`config.mk`:
```
export PLATFORM = sky130hd
export DESIGN_NAME = btn_debounce
export DESIGN_NICKNAME = d
export VERILOG_FILES = /design/src/rtl/btn_debounce.sv
export SDC_FILE = /design/constraint.sdc
export NUM_CORES = 1
export LEC_CHECK = 0
export CAP_MARGIN = 0
export CORE_MARGIN = 1.5
export CORE_UTILIZATION = 65
export CTS_BUF_LIST = sky130_fd_sc_hd__clkbuf_4 sky130_fd_sc_hd__clkbuf_8
export CTS_CLUSTER_SIZE = 30
export DETAILED_ROUTE_END_ITERATION = 6
export GPL_TIMING_DRIVEN = 0
export MAX_ROUTING_LAYER = met4
export PLACE_DENSITY = 0.82
export SYNTH_ARGS = -nofsm -noshare
export SYNTH_HDL_FRONTEND = slang
export SYNTH_SLANG_ARGS = --single-unit
```
`constraint.sdc`:
```
create_clock -name CLK -period 3.2 [get_ports CLK]
set_clock_uncertainty 0.2 [all_clocks]
set_input_delay 0.64 -clock CLK [delete_from_list [all_inputs] [get_ports CLK]]
set_output_delay 0.64 -clock CLK [all_outputs]
set_load 0.005 [all_outputs]
```
`src/rtl/btn_debounce.sv`:
```
// rtl/btn_debounce.sv - multi-channel button debouncer with press/release pulses
module btn_debounce #(
    parameter int W = 2,
    parameter int N = 500000
) (
    input  logic         CLK,
    input  logic         RESET,
    input  logic [W-1:0] BTN_RAW,
    output logic [W-1:0] BTN,
    output logic [W-1:0] BTN_PRESS,
    output logic [W-1:0] BTN_RELEASE
);
    localparam int CW = (N > 1) ? $clog2(N) : 1;
    localparam logic [CW-1:0] LAST = CW'(N - 1);

    typedef enum logic [1:0] {
        RELEASED,
        PRESS_WAIT,
        PRESSED,
        RELEASE_WAIT
    } state_t;

    logic [W-1:0] sync1;
    logic [W-1:0] s;

    always_ff @(posedge CLK) begin
        if (RESET) begin
            sync1 <= '0;
            s     <= '0;
        end else begin
            sync1 <= BTN_RAW;
            s     <= sync1;
        end
    end

    for (genvar i = 0; i < W; i++) begin : g_chan
        state_t        state, state_nx;
        logic [CW-1:0] cnt, cnt_nx;
        logic          btn_q, btn_nx;
        logic          press_q, press_nx;
        logic          release_q, release_nx;

        always_comb begin
            state_nx   = state;
            cnt_nx     = cnt;
            btn_nx     = btn_q;
            press_nx   = 1'b0;
            release_nx = 1'b0;
            case (state)
                RELEASED: begin
                    if (s[i]) begin
                        state_nx = PRESS_WAIT;
                        cnt_nx   = '0;
                    end
                end
                PRESS_WAIT: begin
                    if (!s[i]) begin
                        state_nx = RELEASED;
                    end else if (cnt == LAST) begin
                        state_nx = PRESSED;
                        btn_nx   = 1'b1;
                        press_nx = 1'b1;
                    end else begin
                        cnt_nx = cnt + 1'b1;
                    end
                end
                PRESSED: begin
                    if (!s[i]) begin
                        state_nx = RELEASE_WAIT;
                        cnt_nx   = '0;
                    end
                end
                RELEASE_WAIT: begin
                    if (s[i]) begin
                        state_nx = PRESSED;
                    end else if (cnt == LAST) begin
                        state_nx   = RELEASED;
                        btn_nx     = 1'b0;
                        release_nx = 1'b1;
                    end else begin
                        cnt_nx = cnt + 1'b1;
                    end
                end
                default: begin
                    state_nx = RELEASED;
                    cnt_nx   = '0;
                    btn_nx   = 1'b0;
                end
            endcase
        end

        always_ff @(posedge CLK) begin
            if (RESET) begin
                state     <= RELEASED;
                cnt       <= '0;
                btn_q     <= 1'b0;
                press_q   <= 1'b0;
                release_q <= 1'b0;
            end else begin
                state     <= state_nx;
                cnt       <= cnt_nx;
                btn_q     <= btn_nx;
                press_q   <= press_nx;
                release_q <= release_nx;
            end
        end

        assign BTN[i]         = btn_q;
        assign BTN_PRESS[i]   = press_q;
        assign BTN_RELEASE[i] = release_q;
    end

endmodule

```
==> flow_summary.toml <==
[status]
outcome = "finished clean"

[detailed_routing]
routed_wl_um = 4873
drtPass1Iterations = 4
remaining_drc_errors = 0
route.vias.total = 2063
first_iter_violations = 160
routedWlPerCell_um = 13.61
final_antenna_net_count = 0
viasPerCell = 5.763

[finish]
instances_no_fill = 358
antenna-diode-count = 0
final_area_um2 = 2764
area_growth_syn_to_layout_pct = 8.711
final.fill_count = 281
nets = 316
final_layout_size_suffix_gt1_share_pct = 10.97

[critical_path]
critical_path.max_fanout = 9
cp.arrival_ns = 2.32
cp-endpoint = "g_chan[0].cnt[3]"
r2r-start = "g_chan[0].cnt[0]"
critical_path.startpoint_type = "flip-flop"
worst_r2r_path_depth = 7
crit_required_ns = 3.24
r2r_end = "g_chan[0].cnt[3]"
worstSetupEndpointType = "flip-flop"
setup.worst_path.class = "flip-flop to flip-flop"
reg2reg_setup_slack_ns = 0.92
setup.worst_path.start = "g_chan[0].cnt[0]"

[grt]
global_route.usage.met1_pct = 33.26
groute.layer.met2.usage_pct = 42.60
grt_util_all_layers_pct = 26.43
globalRouteOverflowTotal = 0
grt_pass1_vias = 1928
grt_peak_use_layer = "met2"
maximum_number_of_pins_on_one_net_before_global_route_repair = 15
first_pass_grt_wire_length_um = 8576
grt_use_met3_pct = 5.822
grt_antenna_before_repair = 0

[die]
initial_core_util_pct = 68.42
ioPinCount = 10
design.die.area_um2 = 4295
floorplan.die.height_um = 65.54
floorplan.core_area_um2 = 3716
die_boundary_width_um = 65.54
std_cell_rows = 22

[sta]
final-setup-viol-count = 0
postLayoutSetupSlackWorst_ns = 0.9215
clock.fmax_ghz = 0.4389
final_max_slew_viol_count = 0
grt_setup_unrepaired = "false"
fin_hold_ws_ns = 0.2424
timing.final.hold_violations = 0
fin_crit_ns = 2.279
final_period_utilization_pct = 71.20
worst_pin_slew_ns = 0.5529
timing.setup.tns_ns = 0
slew-limit-headroom_pct = 62.96

[placement]
numPlacedInstances = 351
io_buffers = 8
post-place-ws_ns = 0.9566
dpl.hpwl_um = 3448
global_placer_s_final_weighted_congestion = 0.8859
place_area_um2 = 2683

[clock_tree]
cts-hold-fix-buffers = 0
post_cts_resize_count = 0
clock_tree.htree_level_count = 2
buffer_depth_of_the_longest_clock_path = 2
cts_post_setup_buffers_inserted = 0
ctsRootBufferMaster = "sky130_fd_sc_hd__clkbuf_8"
tritoncts_num_sinks = 52
tritoncts = "yes"
cts_buffers = 5
clk_pin_slew_ns = 0.09
clock_insertion_delay_worst_skew_ns = 0.31

[synth]
synth_fp_nets = 301
synthesis.instances = 295
synth_enable_flop_cells = 0
synth.lib_cells_used.distinct = 56
synth_ff_type = "sky130_fd_sc_hd__dfxtp_1"
postSynthRegisterBits = 52
synth.cell_area_um2 = 2542
synth-async-reset-ratio_pct = 0
synth_area_per_cell_um2 = 8.618
synthesis.yosys.warnings = 0
yosysSeqAreaShare_pct = 40.94

[worst_hold_path]
worst_hold_startpoint = "sync1[0]"
min_path_type = "flip-flop to flip-flop"

[power_and_ir_drop]
power_density_nw_per_um2 = 390.5
leakagePower_nw = 0.9250
power.ir.vdd_worst_mv = 0.3468

[run]
maxCapViolations = 0
==> cell families (layout without fill, tap and decap cells) <==
logic type / count (synthesis) / after routing / share of synthesized area, %
AOI/OAI and AO/OA: 47 / 47 / 11.07
xor gates and xnor gates: 21 / 21 / 8.121
adders and majority gates: 2 / 2 / 0.9841
buffers and inverters: 26 / 41 / 4.970
DFF: 52 / 52 / 40.94
muxes: 4 / 4 / 1.624
and+or+nand+nor: 143 / 143 / 32.28
==> critical path, stage by stage, from the launching register on <==
cell	delay (ns)
sky130_fd_sc_hd__dfxtp_1	0.40
sky130_fd_sc_hd__ha_1	0.20
sky130_fd_sc_hd__and4_1	0.18
sky130_fd_sc_hd__buf_2	0.15
sky130_fd_sc_hd__nand4_1	0.23
sky130_fd_sc_hd__o21ai_1	0.53
sky130_fd_sc_hd__o21ai_0	0.18
sky130_fd_sc_hd__a21oi_1	0.14
==> where the power goes <==
group,switching [mW],internal [mW]
Sequential,0.00546,0.654
Combinational,0.0302,0.0231
Clock,0.209,0.158
==> metal layers <==
layer | routed length (µm) | vias up
li1 | - | 1070
met1 | 2384 | 956
met2 | 2244 | 29
met3 | 165 | 8
met4 | 78 | 0
met5 | 0 | -
==> synthesized netlist by cell type, types with 3 or more instances <==
| master | instances | area [µm²] |
|---|---|---|
| sky130_fd_sc_hd__nor2b_1 | 5 | 31.28 |
| sky130_fd_sc_hd__nand3_1 | 16 | 80.08 |
| sky130_fd_sc_hd__buf_4 | 6 | 45.04 |
| sky130_fd_sc_hd__and3_1 | 4 | 25.02 |
| sky130_fd_sc_hd__and4_1 | 4 | 35.03 |
| sky130_fd_sc_hd__nand2_1 | 26 | 97.59 |
| sky130_fd_sc_hd__a22oi_1 | 5 | 37.54 |
| sky130_fd_sc_hd__nor3_1 | 6 | 30.03 |
| sky130_fd_sc_hd__nor2_1 | 36 | 135.1 |
| sky130_fd_sc_hd__or3_1 | 5 | 31.28 |
| sky130_fd_sc_hd__buf_2 | 5 | 25.02 |
| sky130_fd_sc_hd__nand4_1 | 8 | 50.05 |
| sky130_fd_sc_hd__xnor2_1 | 9 | 78.83 |
| sky130_fd_sc_hd__a21oi_1 | 17 | 85.08 |
| sky130_fd_sc_hd__xor2_1 | 9 | 78.83 |
| sky130_fd_sc_hd__inv_1 | 8 | 30.03 |
| sky130_fd_sc_hd__mux2i_1 | 3 | 30.03 |
| sky130_fd_sc_hd__dfxtp_1 | 52 | 1041 |
| sky130_fd_sc_hd__clkbuf_1 | 7 | 26.28 |
| sky130_fd_sc_hd__a31oi_1 | 3 | 18.77 |
| sky130_fd_sc_hd__o21ai_0 | 9 | 45.04 |
| sky130_fd_sc_hd__nor4_1 | 5 | 31.28 |
==> cells in the final DEF (no fill, tap or decap), types with 5 or more instances in the layout <==
master	n
sky130_fd_sc_hd__a21oi_1	17
sky130_fd_sc_hd__a22oi_1	5
sky130_fd_sc_hd__buf_2	5
sky130_fd_sc_hd__buf_4	6
sky130_fd_sc_hd__clkbuf_1	7
sky130_fd_sc_hd__clkbuf_8	5
sky130_fd_sc_hd__clkdlybuf4s50_1	8
sky130_fd_sc_hd__dfxtp_1	52
sky130_fd_sc_hd__inv_1	8
sky130_fd_sc_hd__nand2_1	26
sky130_fd_sc_hd__nand3_1	16
sky130_fd_sc_hd__nand4_1	8
sky130_fd_sc_hd__nor2_1	36
sky130_fd_sc_hd__nor2b_1	5
sky130_fd_sc_hd__nor3_1	6
sky130_fd_sc_hd__nor4_1	5
sky130_fd_sc_hd__o21ai_0	9
sky130_fd_sc_hd__or3_1	5
sky130_fd_sc_hd__xnor2_1	9
sky130_fd_sc_hd__xor2_1	9
==> registers in the layout (all words and copies together) (netlist names), named ones only <==
register and flops:
g_chan.cnt 38, g_chan.btn_q 2, g_chan.press_q 2, g_chan.release_q 2, g_chan.state 2, s 2
sync1 2
==> area by class of cell <==
type | count | area, µm² | share of cell area (%)
multi-input combinational | 217 | 1375 | 49.75
sequential | 52 | 1041 | 37.66
buffer | 18 | 96.34 | 3.486
timing repair buffer | 8 | 80.08 | 2.897
clock buffer | 6 | 76.32 | 2.761
tap | 48 | 60.06 | 2.173
inverter | 8 | 30.03 | 1.086
clock inverter | 1 | 5.005 | 0.1811
==> worst min-delay path by stage <==
stage	to	slack [ns]	cells past startpoint
3_3_place_gp	s[1]	0.22	1
5_1_grt	s[1]	0.27	1
3_5_place_dp	s[0]	0.24	1
2_1_floorplan	s[0]	0.21	1
6_report	s[0]	0.24	1
4_1_cts	s[0]	0.25	1
==> metrics by stage <==
step / util [%] / power, mW
3_5_place_dp: 72.19 / 0.7277
6_report: 74.38 / 1.079
4_1_cts: 74.38 / 1.089
2_1_floorplan: - / 0.7080
3_3_place_gp: 72.19 / 0.7269
5_1_grt: 74.38 / 1.120
Note: power is estimated with default switching activity, not from simulation.
